## src/rtl/audio_pkt_pkg.sv

```systemverilog
// rtl/audio_pkt_pkg.sv - shared constants for the audio packet reader
package audio_pkt_pkg;

    // Reader FSM encoding
    localparam logic [1:0] ST_IDLE      = 2'd0;
    localparam logic [1:0] ST_START     = 2'd1;
    localparam logic [1:0] ST_STREAM    = 2'd2;
    localparam logic [1:0] ST_WAIT_DONE = 2'd3;

    // Skid buffer geometry; the count field must hold 0..SKID_DEPTH
    localparam int         SKID_DEPTH = 4;
    localparam int         SKID_CNT_W = 3;
    localparam logic [2:0] SKID_FULL  = 3'd4;

    // Payload length in bytes for a packet of 'words' words of 'width' bits
    function automatic logic [15:0] pkt_byte_num(input int words, input int width);
        int bytes;
        bytes = words * (width / 8);
        return bytes[15:0];
    endfunction

endpackage

```

## src/rtl/audio_pkt_skid_fifo.sv

```systemverilog
// rtl/audio_pkt_skid_fifo.sv - 4-entry skid FIFO carrying data plus a last flag
//
// Ports:
//   i_clk, i_rst            clock, asynchronous active-high reset
//   i_push, i_push_data,    write one entry (data + last flag)
//   i_push_last
//   i_pop                   remove the head entry
//   o_count                 current occupancy 0..4
//   o_empty                 occupancy is zero
//   o_head_data/o_head_last head entry contents
module audio_pkt_skid_fifo
    import audio_pkt_pkg::*;
#(
    parameter int DATA_WIDTH = 32
) (
    input  logic                  i_clk,
    input  logic                  i_rst,
    input  logic                  i_push,
    input  logic [DATA_WIDTH-1:0] i_push_data,
    input  logic                  i_push_last,
    input  logic                  i_pop,
    output logic [SKID_CNT_W-1:0] o_count,
    output logic                  o_empty,
    output logic [DATA_WIDTH-1:0] o_head_data,
    output logic                  o_head_last
);

    logic [DATA_WIDTH-1:0] r_data [SKID_DEPTH];
    logic [SKID_DEPTH-1:0] r_last;
    logic [1:0]            r_wr_ptr;
    logic [1:0]            r_rd_ptr;
    logic [SKID_CNT_W-1:0] r_count;
    logic                  w_do_push;
    logic                  w_do_pop;

    assign w_do_pop  = i_pop && (r_count != '0);
    // The reader never overfills, but a push into a full buffer is dropped
    // rather than corrupting the head.
    assign w_do_push = i_push && (r_count != SKID_FULL);

    always_ff @(posedge i_clk or posedge i_rst) begin
        if (i_rst) begin
            for (int i = 0; i < SKID_DEPTH; i++) begin
                r_data[i] <= '0;
            end
            r_last   <= '0;
            r_wr_ptr <= '0;
            r_rd_ptr <= '0;
            r_count  <= '0;
        end else begin
            if (w_do_push) begin
                r_data[r_wr_ptr] <= i_push_data;
                r_last[r_wr_ptr] <= i_push_last;
                r_wr_ptr         <= r_wr_ptr + 2'd1;
            end
            if (w_do_pop) begin
                r_rd_ptr <= r_rd_ptr + 2'd1;
            end
            case ({w_do_push, w_do_pop})
                2'b10:   r_count <= r_count + 3'd1;
                2'b01:   r_count <= r_count - 3'd1;
                default: r_count <= r_count;
            endcase
        end
    end

    assign o_count     = r_count;
    assign o_empty     = (r_count == '0);
    assign o_head_data = r_data[r_rd_ptr];
    assign o_head_last = r_last[r_rd_ptr];

endmodule

```

## src/rtl/audio_pkt_reader.sv

```systemverilog
// rtl/audio_pkt_reader.sv - reads fixed-size audio packets from a FIFO into a UDP stream
//
// Ports:
//   rd_clk, rd_rst          clock, asynchronous active-high reset
//   enable                  permits a new packet to start (sampled in IDLE only)
//   fifo_rd_en/_rd_data     upstream FIFO read strobe and data (RD_LATENCY cycles)
//   fifo_empty              upstream FIFO empty flag
//   fifo_rd_water_level     upstream FIFO occupancy
//   tx_start, tx_byte_num   packet announcement pulse and constant payload length
//   tx_data/valid/ready/last payload stream
//   tx_done                 frame-sent pulse from the transmitter
//   busy, pkt_cnt           not-idle flag and completed packet count
module audio_pkt_reader
    import audio_pkt_pkg::*;
#(
    parameter int          DATA_WIDTH    = 32,
    parameter int          ADDR_WIDTH    = 10,
    parameter int          PKT_WORDS     = 256,
    parameter int          RD_LATENCY    = 2,
    // Value the completed-packet counter takes in reset
    parameter logic [15:0] PKT_CNT_RESET = 16'd0
) (
    input  logic                  rd_clk,
    input  logic                  rd_rst,
    input  logic                  enable,
    output logic                  fifo_rd_en,
    input  logic [DATA_WIDTH-1:0] fifo_rd_data,
    input  logic                  fifo_empty,
    input  logic [ADDR_WIDTH:0]   fifo_rd_water_level,
    output logic                  tx_start,
    output logic [15:0]           tx_byte_num,
    output logic [DATA_WIDTH-1:0] tx_data,
    output logic                  tx_valid,
    input  logic                  tx_ready,
    output logic                  tx_last,
    input  logic                  tx_done,
    output logic                  busy,
    output logic [15:0]           pkt_cnt
);

    localparam int            CW          = ADDR_WIDTH + 1;
    localparam logic [CW-1:0] PKT_WORDS_C = CW'(PKT_WORDS);
    localparam logic [CW-1:0] LAST_IDX    = CW'(PKT_WORDS - 1);

    logic [1:0]            r_state;
    logic [CW-1:0]         r_issued;
    logic [CW-1:0]         r_accepted;
    logic [15:0]           r_pkt_cnt;
    // Data-valid and last-word markers travelling alongside the FIFO read latency
    logic [RD_LATENCY-1:0] r_vld_pipe;
    logic [RD_LATENCY-1:0] r_last_pipe;

    logic [2:0]            w_in_flight;
    logic [2:0]            w_outstanding;
    logic [SKID_CNT_W-1:0] w_skid_count;
    logic                  w_skid_empty;
    logic [DATA_WIDTH-1:0] w_head_data;
    logic                  w_head_last;
    logic                  w_hs;
    logic                  w_rd_last;

    always_comb begin
        w_in_flight = '0;
        for (int i = 0; i < RD_LATENCY; i++) begin
            w_in_flight = w_in_flight + {2'b00, r_vld_pipe[i]};
        end
    end

    // Every read still in the pipeline is guaranteed a skid slot, so the
    // stream can stall on tx_ready without ever dropping a returning word.
    assign w_outstanding = w_in_flight + w_skid_count;
    assign fifo_rd_en    = (r_state == ST_STREAM) && !fifo_empty &&
                           (r_issued < PKT_WORDS_C) && (w_outstanding < SKID_FULL);
    assign w_rd_last     = (r_issued == LAST_IDX);
    assign w_hs          = tx_valid && tx_ready;

    always_ff @(posedge rd_clk or posedge rd_rst) begin
        if (rd_rst) begin
            r_vld_pipe  <= '0;
            r_last_pipe <= '0;
        end else begin
            r_vld_pipe[0]  <= fifo_rd_en;
            r_last_pipe[0] <= fifo_rd_en && w_rd_last;
            for (int i = 1; i < RD_LATENCY; i++) begin
                r_vld_pipe[i]  <= r_vld_pipe[i-1];
                r_last_pipe[i] <= r_last_pipe[i-1];
            end
        end
    end

    audio_pkt_skid_fifo #(
        .DATA_WIDTH (DATA_WIDTH)
    ) u_skid (
        .i_clk       (rd_clk),
        .i_rst       (rd_rst),
        .i_push      (r_vld_pipe[RD_LATENCY-1]),
        .i_push_data (fifo_rd_data),
        .i_push_last (r_last_pipe[RD_LATENCY-1]),
        .i_pop       (w_hs),
        .o_count     (w_skid_count),
        .o_empty     (w_skid_empty),
        .o_head_data (w_head_data),
        .o_head_last (w_head_last)
    );

    always_ff @(posedge rd_clk or posedge rd_rst) begin
        if (rd_rst) begin
            r_state    <= ST_IDLE;
            r_issued   <= '0;
            r_accepted <= '0;
            r_pkt_cnt  <= PKT_CNT_RESET;
        end else begin
            case (r_state)
                ST_IDLE: begin
                    r_issued   <= '0;
                    r_accepted <= '0;
                    if (enable && (fifo_rd_water_level >= PKT_WORDS_C)) begin
                        r_state <= ST_START;
                    end
                end
                ST_START: begin
                    r_state <= ST_STREAM;
                end
                ST_STREAM: begin
                    if (fifo_rd_en) begin
                        r_issued <= r_issued + CW'(1);
                    end
                    if (w_hs) begin
                        r_accepted <= r_accepted + CW'(1);
                        if (r_accepted == LAST_IDX) begin
                            r_state <= ST_WAIT_DONE;
                        end
                    end
                end
                ST_WAIT_DONE: begin
                    if (tx_done) begin
                        r_state   <= ST_IDLE;
                        r_pkt_cnt <= r_pkt_cnt + 16'd1;
                    end
                end
                default: r_state <= ST_IDLE;
            endcase
        end
    end

    assign tx_start    = (r_state == ST_START);
    assign tx_byte_num = pkt_byte_num(PKT_WORDS, DATA_WIDTH);
    assign tx_valid    = !w_skid_empty;
    assign tx_data     = w_head_data;
    assign tx_last     = tx_valid && w_head_last;
    assign busy        = (r_state != ST_IDLE);
    assign pkt_cnt     = r_pkt_cnt;

endmodule

```

## config.mk

```make
export PLATFORM = sky130hd
export DESIGN_NAME = audio_pkt_reader
export DESIGN_NICKNAME = d
export VERILOG_FILES = /design/src/rtl/audio_pkt_pkg.sv /design/src/rtl/audio_pkt_skid_fifo.sv /design/src/rtl/audio_pkt_reader.sv
export SDC_FILE = /design/constraint.sdc
export NUM_CORES = 1
export LEC_CHECK = 0
export BUFFER_PORTS_ARGS = -buffer_cell sky130_fd_sc_hd__buf_2
export CAP_MARGIN = 20
export CORE_AREA = 4 4 126 128
export DETAILED_ROUTE_END_ITERATION = 16
export DIE_AREA = 0 0 130 132
export PLACE_DENSITY = 0.83
export SYNTH_ARGS = -nofsm -noshare
export SYNTH_HDL_FRONTEND = slang
export SYNTH_SLANG_ARGS = --single-unit
```

## constraint.sdc

```tcl
create_clock -name rd_clk -period 6.07 [get_ports rd_clk]
set_input_delay 0.607 -clock rd_clk [delete_from_list [all_inputs] [get_ports rd_clk]]
set_output_delay 0.607 -clock rd_clk [all_outputs]
set_load 0.05 [all_outputs]
```

# ---- Yosys cells after proc, flatten, opt, wreduce, memory -nomap -nowiden
# Cells that the tools add are included.
dict set report word_totals {
  register_bits 183
  in_bits 49
  output_inout_bits 69
  elab_cells 91
}
dict set report classes {
  add_sub_neg 9
  n_lt_le_gt_ge 9
  eq_ne 13
  mux 21
  bitwise 2
  reduce_logical 23
}
# op n
set ops {}
lappend ops {{128-bit bitwise mux} 1}
lappend ops {{32-bit 2-to-1 mux} 3}
lappend ops {{32-bit binary-select mux with 2-bit select} 1}
lappend ops {{32-bit demux with 2-bit select} 1}
lappend ops {{11-bit case mux with 2 select lines} 2}
lappend ops {{11-bit by 1-bit adder with 11-bit output, second input constant} 2}
lappend ops {{11-bit by 8-bit == test with 1-bit output, second input constant} 2}
lappend ops {{11-bit 2-to-1 mux} 2}
lappend ops {{16-bit by 1-bit adder with 16-bit output, second input constant} 1}
lappend ops {{11-bit by 9-bit >= comparator with 1-bit output, second input constant} 1}
lappend ops {{1-bit logical AND} 11}
lappend ops {{11-bit by 9-bit < comparator with 1-bit output, second input constant} 1}
lappend ops {{2-bit 2-to-1 mux} 4}
lappend ops {{2-bit case mux with 4 select lines} 1}
lappend ops {{2-bit == test, second input constant} 3}
lappend ops {{3-bit >= comparator, second input constant} 2}
lappend ops {{2-bit by 3-bit < comparator with 1-bit output, second input constant} 2}
lappend ops {{2-bit inequality test, second input constant} 3}
lappend ops {{2-bit inverter with 3-bit output} 2}
lappend ops {{3-bit case mux with 2 select lines} 1}
lappend ops {{2-bit AND reduction} 3}
lappend ops {{2-bit nonzero test} 3}
lappend ops {{2-bit by 1-bit adder with 2-bit output, second input constant} 2}
lappend ops {{4-bit bitwise mux} 1}
lappend ops {{other kinds (18)} 22}

# ---- Logic depth before layout (Yosys ltp)
# Gate-level depths: netlist of the first run.
dict set report logic_depth {
  word_depth 6
  mapped_depth 10
}

# ---- Hierarchy
# Synthesis of the first run repeated with hierarchy kept, for this count alone.
dict set report hier_totals {
  cells_unflattened 583
  area_unflattened_um2 8455.6
}
# mod n_inst cells_each area_per_inst_um2 seq_area_each_um2
set modules_own_cells {}
lappend modules_own_cells {audio_pkt_skid_fifo 1 358 6157.2 3478.3}
lappend modules_own_cells {audio_pkt_reader 1 225 2298.5 1101.1}

# ---- Worst setup path after synthesis of the first run
# OpenSTA, ideal clock, no wires.
dict set report synth_path {
  path_kind {register -> output}
  startpoint {reg r_state[0]}
  endpoint {out fifo_rd_en}
  arrival_time_ns 1.942
  path_slack_ns 3.521
  path_stages_with_launch 6
  n_path_buf 0
  cell_sequence {dfrtp_1 > inv_1 > ha_1 > or3b_1 > a2111o_1 > nand2_1}
}
dict set report synth_between {
  elab_chain_cells 4
}
# item line_no
set synth_lines {}
lappend synth_lines {{start: declaration} audio_pkt_reader.sv:45} ;# logic [1:0] r_state;
lappend synth_lines {{start signal: assignment} audio_pkt_reader.sv:108} ;# r_state <= ST_IDLE;
lappend synth_lines {{start signal: assignment} audio_pkt_reader.sv:118} ;# r_state <= ST_START;
lappend synth_lines {{start signal: assignment} audio_pkt_reader.sv:122} ;# r_state <= ST_STREAM;
lappend synth_lines {{2-bit == test} audio_pkt_reader.sv:72} ;# assign fifo_rd_en = (r_state == ST_STREAM) && !fifo_empty &&
lappend synth_lines {{1-bit logical AND (2 in series)} audio_pkt_reader.sv:72}
lappend synth_lines {{1-bit logical AND} audio_pkt_reader.sv:73} ;# (r_issued < PKT_WORDS_C) && (w_outstanding < SKID_FULL);
lappend synth_lines {{end: declaration} audio_pkt_reader.sv:26} ;# output logic fifo_rd_en,
# Every way passes these cells.

# ---- Worst setup path after layout of the first run
# Same ends and word-level chain as after synthesis.

==> results of run 1 <==
[cell type report]
type	instances	share of cell area
Clock buffer	24	0.05103
Sequential cell	183	0.4755
Timing Repair Buffer	96	0.05272
Multi-Input combinational cell	368	0.3777
Clock inverter	7	0.01221
Inverter	15	0.006363
Tap cell	188	0.02441
[worst max-delay path, delay by kind of cell (launching register included)]
| family | cells | cell delay [ns] |
|---|---|---|
| simple gates | 2 | 0.65 |
| flops | 1 | 0.41 |
| fa+ha+maj | 1 | 0.41 |
| buf+inv | 2 | 0.45 |
| compound gates | 1 | 0.49 |
[layout by cell type (no fill, tap or decap), types with 5 or more instances in the layout]
cell / count
nor2_1: 11
nand2_1: 25
and2_1: 6
o21ai_1: 8
mux2i_1: 6
nand4_1: 10
inv_1: 12
buf_2: 93
clkbuf_16: 17
xnor2_1: 15
mux2_1: 132
dfrtp_1: 181
and3_1: 5
ha_1: 14
mux4_2: 33
conb_1: 16
nand3_1: 13
and4_1: 5
xor2_1: 10
[flip-flops by register name, indices dropped and copies added, names as in the netlist]
signal,count
pkt_cnt,16
u_skid.o_count,3
u_skid.r_wr_ptr,2
r_state,2
r_accepted,11
u_skid.r_data,128
r_issued,11
r_vld_pipe,2
r_last_pipe,2
u_skid.r_rd_ptr,2
u_skid.r_last,4
[metrics by stage]
stage | area [µm²] | total power, mW
global route | 9635 | 3.880
floorplan | 8506 | 2.376
CTS | 9608 | 3.753
finish | 9635 | 3.719
detailed placement | 8999 | 2.616
global placement | 8999 | 2.587
[worst min path at each step]
stage | start | end | slack, ns | cells after the start
6_report | rd_rst | pkt_cnt[14]$_DFFE_PP0P_ | 0.13 | 2
3_5_place_dp | r_last_pipe[0]$_DFF_PP0_ | r_last_pipe[1]$_DFF_PP0_ | 0.34 | 0
4_1_cts | r_last_pipe[0]$_DFF_PP0_ | r_last_pipe[1]$_DFF_PP0_ | 0.36 | 0
5_1_grt | rd_rst | pkt_cnt[14]$_DFFE_PP0P_ | 0.13 | 2
2_1_floorplan | r_last_pipe[0]$_DFF_PP0_ | r_last_pipe[1]$_DFF_PP0_ | 0.33 | 0
3_3_place_gp | r_last_pipe[0]$_DFF_PP0_ | r_last_pipe[1]$_DFF_PP0_ | 0.33 | 0
[metal layers]
metal / wire length [µm] / share of wire / track usage
met1: 7021 / 0.43 / 0.2619
met2: 8498 / 0.52 / 0.3464
met3: 655 / 0.040 / 0.04335
met4: 270 / 0.016 / 0.06293
met5: 0 / 0 / 0
[power groups by stage]
stage | Clock [mW] | Combinational (mW) | Sequential (mW)
finish | 1.13 | 1.11 | 1.48
detailed placement | 0 | 1.12 | 1.50
CTS | 1.15 | 1.13 | 1.48
floorplan | 0 | 1.00 | 1.37
global placement | 0 | 1.10 | 1.49
global route | 1.20 | 1.18 | 1.50
[cells by family (layout without fill, tap and decap cells)]
kind of cell	count (synthesis)	after routing	synth area share
flip-flops	183	183	0.5417
multiplexers	172	172	0.2722
AND/OR/NAND/NOR	102	102	0.06424
buffers and inverters	57	142	0.03508
AO/OA/AOI/OAI	38	38	0.03686
XOR/XNOR	25	25	0.02590
adder cells (fa/ha/maj)	15	15	0.02309
other	2	16	0.0008884
==> results_dict.tcl, run 1 <==
set metrics [dict create \
    synth_enable_flop_cells 0 \
    rel_slew_slack 0.3295 \
    remaining_drc_errors 0 \
    clock_tree.buffer_depth 2 \
    post_cts.repair.setup_buffers 0 \
    floorplan.die.height_um 132 \
    floorplan.initialDensity 0.5687 \
    nNetsFinal 745 \
    finalHoldWorstSlack_ns 0.1300 \
    max_slew_violations 0 \
    worst_path_max_delay_cell "a2111o_1" \
    totalWireLength_um 16450 \
    globalRoute.totalOverflow 0 \
    rows 45 \
    timing.reg2reg.worst_path_depth 6 \
    largest_net_degree_at_the_start_of_global_routing 121 \
    final_antenna_diode_count 0 \
    max_cap_violations 0 \
    first_global_vias 5336 \
    setup-violations-final 0 \
    sequential_cell_fraction_of_total_power 0.397 \
    wl_per_cell_um 18.67 \
    layout-drive-gt1-share 0.2468 \
    ys_seq_elements 183 \
    comb_power_share 0.299 \
    p_switching_mw 1.337 \
    worst-setup-path-type "reg2out" \
    post-route-min-period_ns 3.445 \
    post_synth_inst_count 594 \
    synthesis.yosys.warnings 0 \
    holdCritPathClass "in2async" \
    clock-sinks 183 \
    placement.setup.worst_slack_ns 3.102 \
    via_per_inst 5.751 \
    rsz0062_at_grt "false" \
    worst-slew-pin-transition_ns 1.006 \
    grt_use_total 0.2037 \
    grt_pass1_wl_um 27460 \
    reg2reg_to "r_issued[7]$_DFFE_PP0P_" \
    path_clk_slew_ns 0.07 \
    dieArea_mm2 0.01716 \
    power.switching_fraction 0.3596 \
    report.final.hold_viol_count 0 \
    drt_iter0_drc 224 \
    critical_path.cell_chain "inv_1 -> ha_1 -> or3b_1 -> a2111o_1 -> nand2_1 -> buf_2" \
    internal_power_mw 2.381 \
    reg2reg_slack_ns 3.52 \
    avgSynthCellArea_um2 14.23 \
    grt_antenna_before_repair 0 \
    fmaxAchievable_mhz 290.3 \
    yosys.cell_types.count 55 \
    clock-skew-final_ns 0.008448 \
    syn_area_mm2 0.008453 \
    post-synth-top-count-cell "dfrtp_1" \
    critPathCapture "fifo_rd_en" \
    syn2layout_area_growth_pct 13.99 \
    synth.top_cell.area_share 0.5417 \
    seq_area_mm2 0.004582 \
    launch_instance_of_the_worst_register_to_register_path "r_state[0]$_DFFE_PP0P_" \
    layout.cells.non_filler 881 \
    crit_path_start "r_state[0]$_DFFE_PP0P_" \
    ctsHtreeMaxLevel 4 \
    setup.worst_path.end_class "primary output" \
    pwr_density_cell_mw_per_mm2 385.9 \
    placedCellCount 849 \
    ir_worst_vdd_mv 0.1869 \
    nFillCells 1067 \
    worstPathArrival_ns 2.84 \
    routabilityCongestion 0.8443 \
    synth_top_cells_by_area "dfrtp_1 54%, mux2_1 18%, mux4_2 8.8%" \
    post-route-worst-setup-slack_ns 2.625 \
    multiInputGateArea_mm2 0.003640 \
    io-pin-count 118 \
    yosysSeqAreaShare 0.5417 \
    cts_root_buf "clkbuf_16" \
    route.vias.total 5067 \
    netlist.top_cell.by_area "dfrtp_1" \
    port_buffers 93 \
    clock_tree_from_tritoncts "yes" \
    power.static_leakage_nw 4.335 \
    ys_dominant_reg_cell "dfrtp_1" \
    design.core.area_mm2 0.01486 \
    synth_common_cells "183 x dfrtp_1, 132 x mux2_1, 33 x mux4_2" \
    number_of_hold_buffers_added_after_cts 0 \
    data_required_time_of_the_worst_path_ns 5.46 \
    clkLatencyLatePin_ns 0.43 \
    crit_path_max_fanout 12 \
    post_cts_resized 0 \
    floorplan.die.width_um 130 \
    status "completed" \
    fin_crit_sh 0.5675 \
    drtPass1Iterations 4 \
    ant_nets 0 \
    utilization 0.6482 \
    fin_setup_tns_ns 0 \
    power_frac_clock 0.303 \
    timing.critical_path.slowest_cell_delay_ns 0.49 \
    hpwlAfterDp_um 10430 \
    timing.critical_path.from_type "flip-flop" \
    share_of_synthesized_flip_flops_with_an_asynchronous_set_or_reset 1.000 \
    cts_inserted_buffers 17 \
]
Note: power is estimated with default switching activity, not from simulation.
==> inputs of run 2 (changes only) <==
Clock period 6.07 ns to 3.6 ns, I/O delays scaled along.
==> run 2 against run 1 <==
Worst hold slack worse by 0.020 ns. Non-clock buffer count is 2 higher. Critical path type unchanged. Sequential share of layout area is 0.31 points lower. Clock skew is 0.0017 ns higher. Clock power is 80% higher.
==> results_dict.tcl, run 2 (same netlist as run 1, synthesis figures left out) <==
set metrics [dict create \
    ctsHtreeMaxLevel 4 \
    nFillCells 1070 \
    largest_reg_flops 128 \
    data_required_time_of_the_worst_path_ns 3.24 \
    critical_path.cell_chain "inv_1 -> ha_1 -> or3b_1 -> a2111o_1 -> nand2_1 -> buf_2" \
    report.final.hold_viol_count 0 \
    top_register "u_skid.r_data" \
    total_power_mw 6.402 \
    crit_cells 6 \
    final_cell_mix "181 x dfrtp_1, 132 x mux2_1, 93 x buf_2, 33 x mux4_2, 25 x nand2_1" \
    dieArea_mm2 0.01716 \
    ant_nets 0 \
    floorplan.die.height_um 132 \
    routabilityCongestion 0.8324 \
    setup-violations-final 0 \
    worst_path_max_delay_cell "a2111o_1" \
    holdCritPathClass "in2async" \
    clock-sinks 183 \
    globalRoute.totalOverflow 0 \
    path_clk_slew_ns 0.07 \
    post-route-min-period_ns 3.146 \
    p_switching_mw 2.272 \
    first_global_vias 5505 \
    power.static_leakage_nw 4.364 \
    via_per_inst 5.739 \
    hpwlAfterDp_um 11210 \
    mostFrequentLayoutCell "dfrtp_1" \
    max_slew_violations 0 \
    rel_slew_slack 0.3282 \
    worst-setup-path-type "reg2out" \
    totalWireLength_um 16640 \
    post_cts.repair.setup_buffers 0 \
    cts_inserted_buffers 17 \
    wl_per_cell_um 18.82 \
    grt_use_total 0.2068 \
    placedInstanceArea_mm2 0.009045 \
    syn2layout_area_growth_pct 14.73 \
    critical_path.top_delay_family "simple AND/OR/NAND/NOR gates" \
    worstPathBufferInverterCount 2 \
    remaining_drc_errors 0 \
    io-pin-count 118 \
    layout-drive-gt1-share 0.2543 \
    number_of_hold_buffers_added_after_cts 0 \
    route.vias.total 5073 \
    launch_instance_of_the_worst_register_to_register_path "r_state[0]$_DFFE_PP0P_" \
    clkLatencyLatePin_ns 0.42 \
    setup.worst_path.end_class "primary output" \
    crit_path_start "r_state[0]$_DFFE_PP0P_" \
    cts_root_buf "clkbuf_16" \
    pwr_density_cell_mw_per_mm2 660.1 \
    finish.instance_area_mm2 0.009698 \
    clock_tree_from_tritoncts "yes" \
    status "completed" \
    floorplan.initialDensity 0.5687 \
    worst-slew-pin-transition_ns 1.004 \
    reg2reg_slack_ns 1.08 \
    clock-skew-final_ns 0.01010 \
    max_cap_violations 0 \
    timing.critical_path.from_type "flip-flop" \
    clock_tree.buffer_depth 2 \
    drtPass1Iterations 4 \
    port_buffers 93 \
    final_antenna_diode_count 0 \
    floorplan.die.width_um 130 \
    grt_antenna_before_repair 0 \
    timing.reg2reg.worst_path_depth 6 \
    grt_pass1_wl_um 27830 \
    fmaxAchievable_mhz 317.8 \
    ir_worst_vdd_mv 0.3610 \
    nNetsFinal 747 \
    largest_net_degree_at_the_start_of_global_routing 76 \
    rows 45 \
    power.switching_fraction 0.3550 \
    post_cts_resized 0 \
    post-route-worst-setup-slack_ns 0.4537 \
    internal_power_mw 4.130 \
    sequential_cell_fraction_of_total_power 0.386 \
    timing.critical_path.slowest_cell_delay_ns 0.50 \
    fin_crit_sh 0.8740 \
    reg2reg_to "r_issued[7]$_DFFE_PP0P_" \
    rsz0062_at_grt "false" \
    comb_power_share 0.297 \
    crit_path_max_fanout 12 \
    critPathCapture "fifo_rd_en" \
    fin_setup_tns_ns 0 \
    power_frac_clock 0.317 \
    placement.setup.worst_slack_ns 0.9091 \
    design.core.area_mm2 0.01486 \
    worstPathArrival_ns 2.79 \
    drt_iter0_drc 303 \
]
## run 2: worst reg2reg max path: cells and delay by family (launching register included)
family	cells	cell delay, ns
fa+ha+maj	1	0.40
simple gates	1	0.43
compound gates	2	0.86
flops	1	0.41
buf+inv	1	0.14
mux	1	0.21
## run 2: power groups by stage
stage                     clock network (mW)  registers (mW)  logic (mW)
after detailed placement                   0            2.51        1.92
after CTS                               2.07            2.48        1.93
after global routing                    2.16            2.51        2.01
after floorplan                            0            2.32        1.69
final                                   2.03            2.47        1.90
after global placement                     0            2.49        1.88
## run 2: how the worst min path moves through the flow
stage,startpoint,to,slack (ns),cells after the start
after floorplan,r_last_pipe[0]$_DFF_PP0_,r_last_pipe[1]$_DFF_PP0_,0.33,0
after global placement,r_last_pipe[0]$_DFF_PP0_,r_last_pipe[1]$_DFF_PP0_,0.33,0
after detailed placement,r_last_pipe[0]$_DFF_PP0_,r_last_pipe[1]$_DFF_PP0_,0.35,0
after CTS,rd_rst,u_skid.r_data[27]$_DFFE_PP0P_,0.11,2
after global routing,rd_rst,u_skid.r_data[27]$_DFFE_PP0P_,0.15,2
final,rd_rst,u_skid.r_data[27]$_DFFE_PP0P_,0.11,2
## run 2: routing by layer
metal,vias to the layer above,wire [µm],track usage
met4,0,211,0.06120
met1,2609,6979,0.2625
met3,20,691,0.04700
met5,-,0,0
met2,131,8753,0.3544
li1,2313,-,-
## run 2: final cells by class
| class | instances | area (µm²) | share of cell area |
|---|---|---|---|
| repair buffers | 98 | 528.0 | 0.05444 |
| inverters | 15 | 60.06 | 0.006193 |
| clock inverters | 13 | 200.2 | 0.02064 |
| flip-flops and latches | 183 | 4582 | 0.4725 |
| clock buffers | 19 | 452.9 | 0.04670 |
| multi-input cells | 368 | 3640 | 0.3753 |
| well taps | 188 | 235.2 | 0.02425 |
## run 2: stage by stage
step	instances	util	hold WS [ns]
global placement	852	0.6085	0.3322
global route	884	0.6524	0.1534
floorplan	608	-	0.3312
detailed placement	852	0.6085	0.3515
CTS	884	0.6524	0.1145
finish	884	0.6524	0.1097
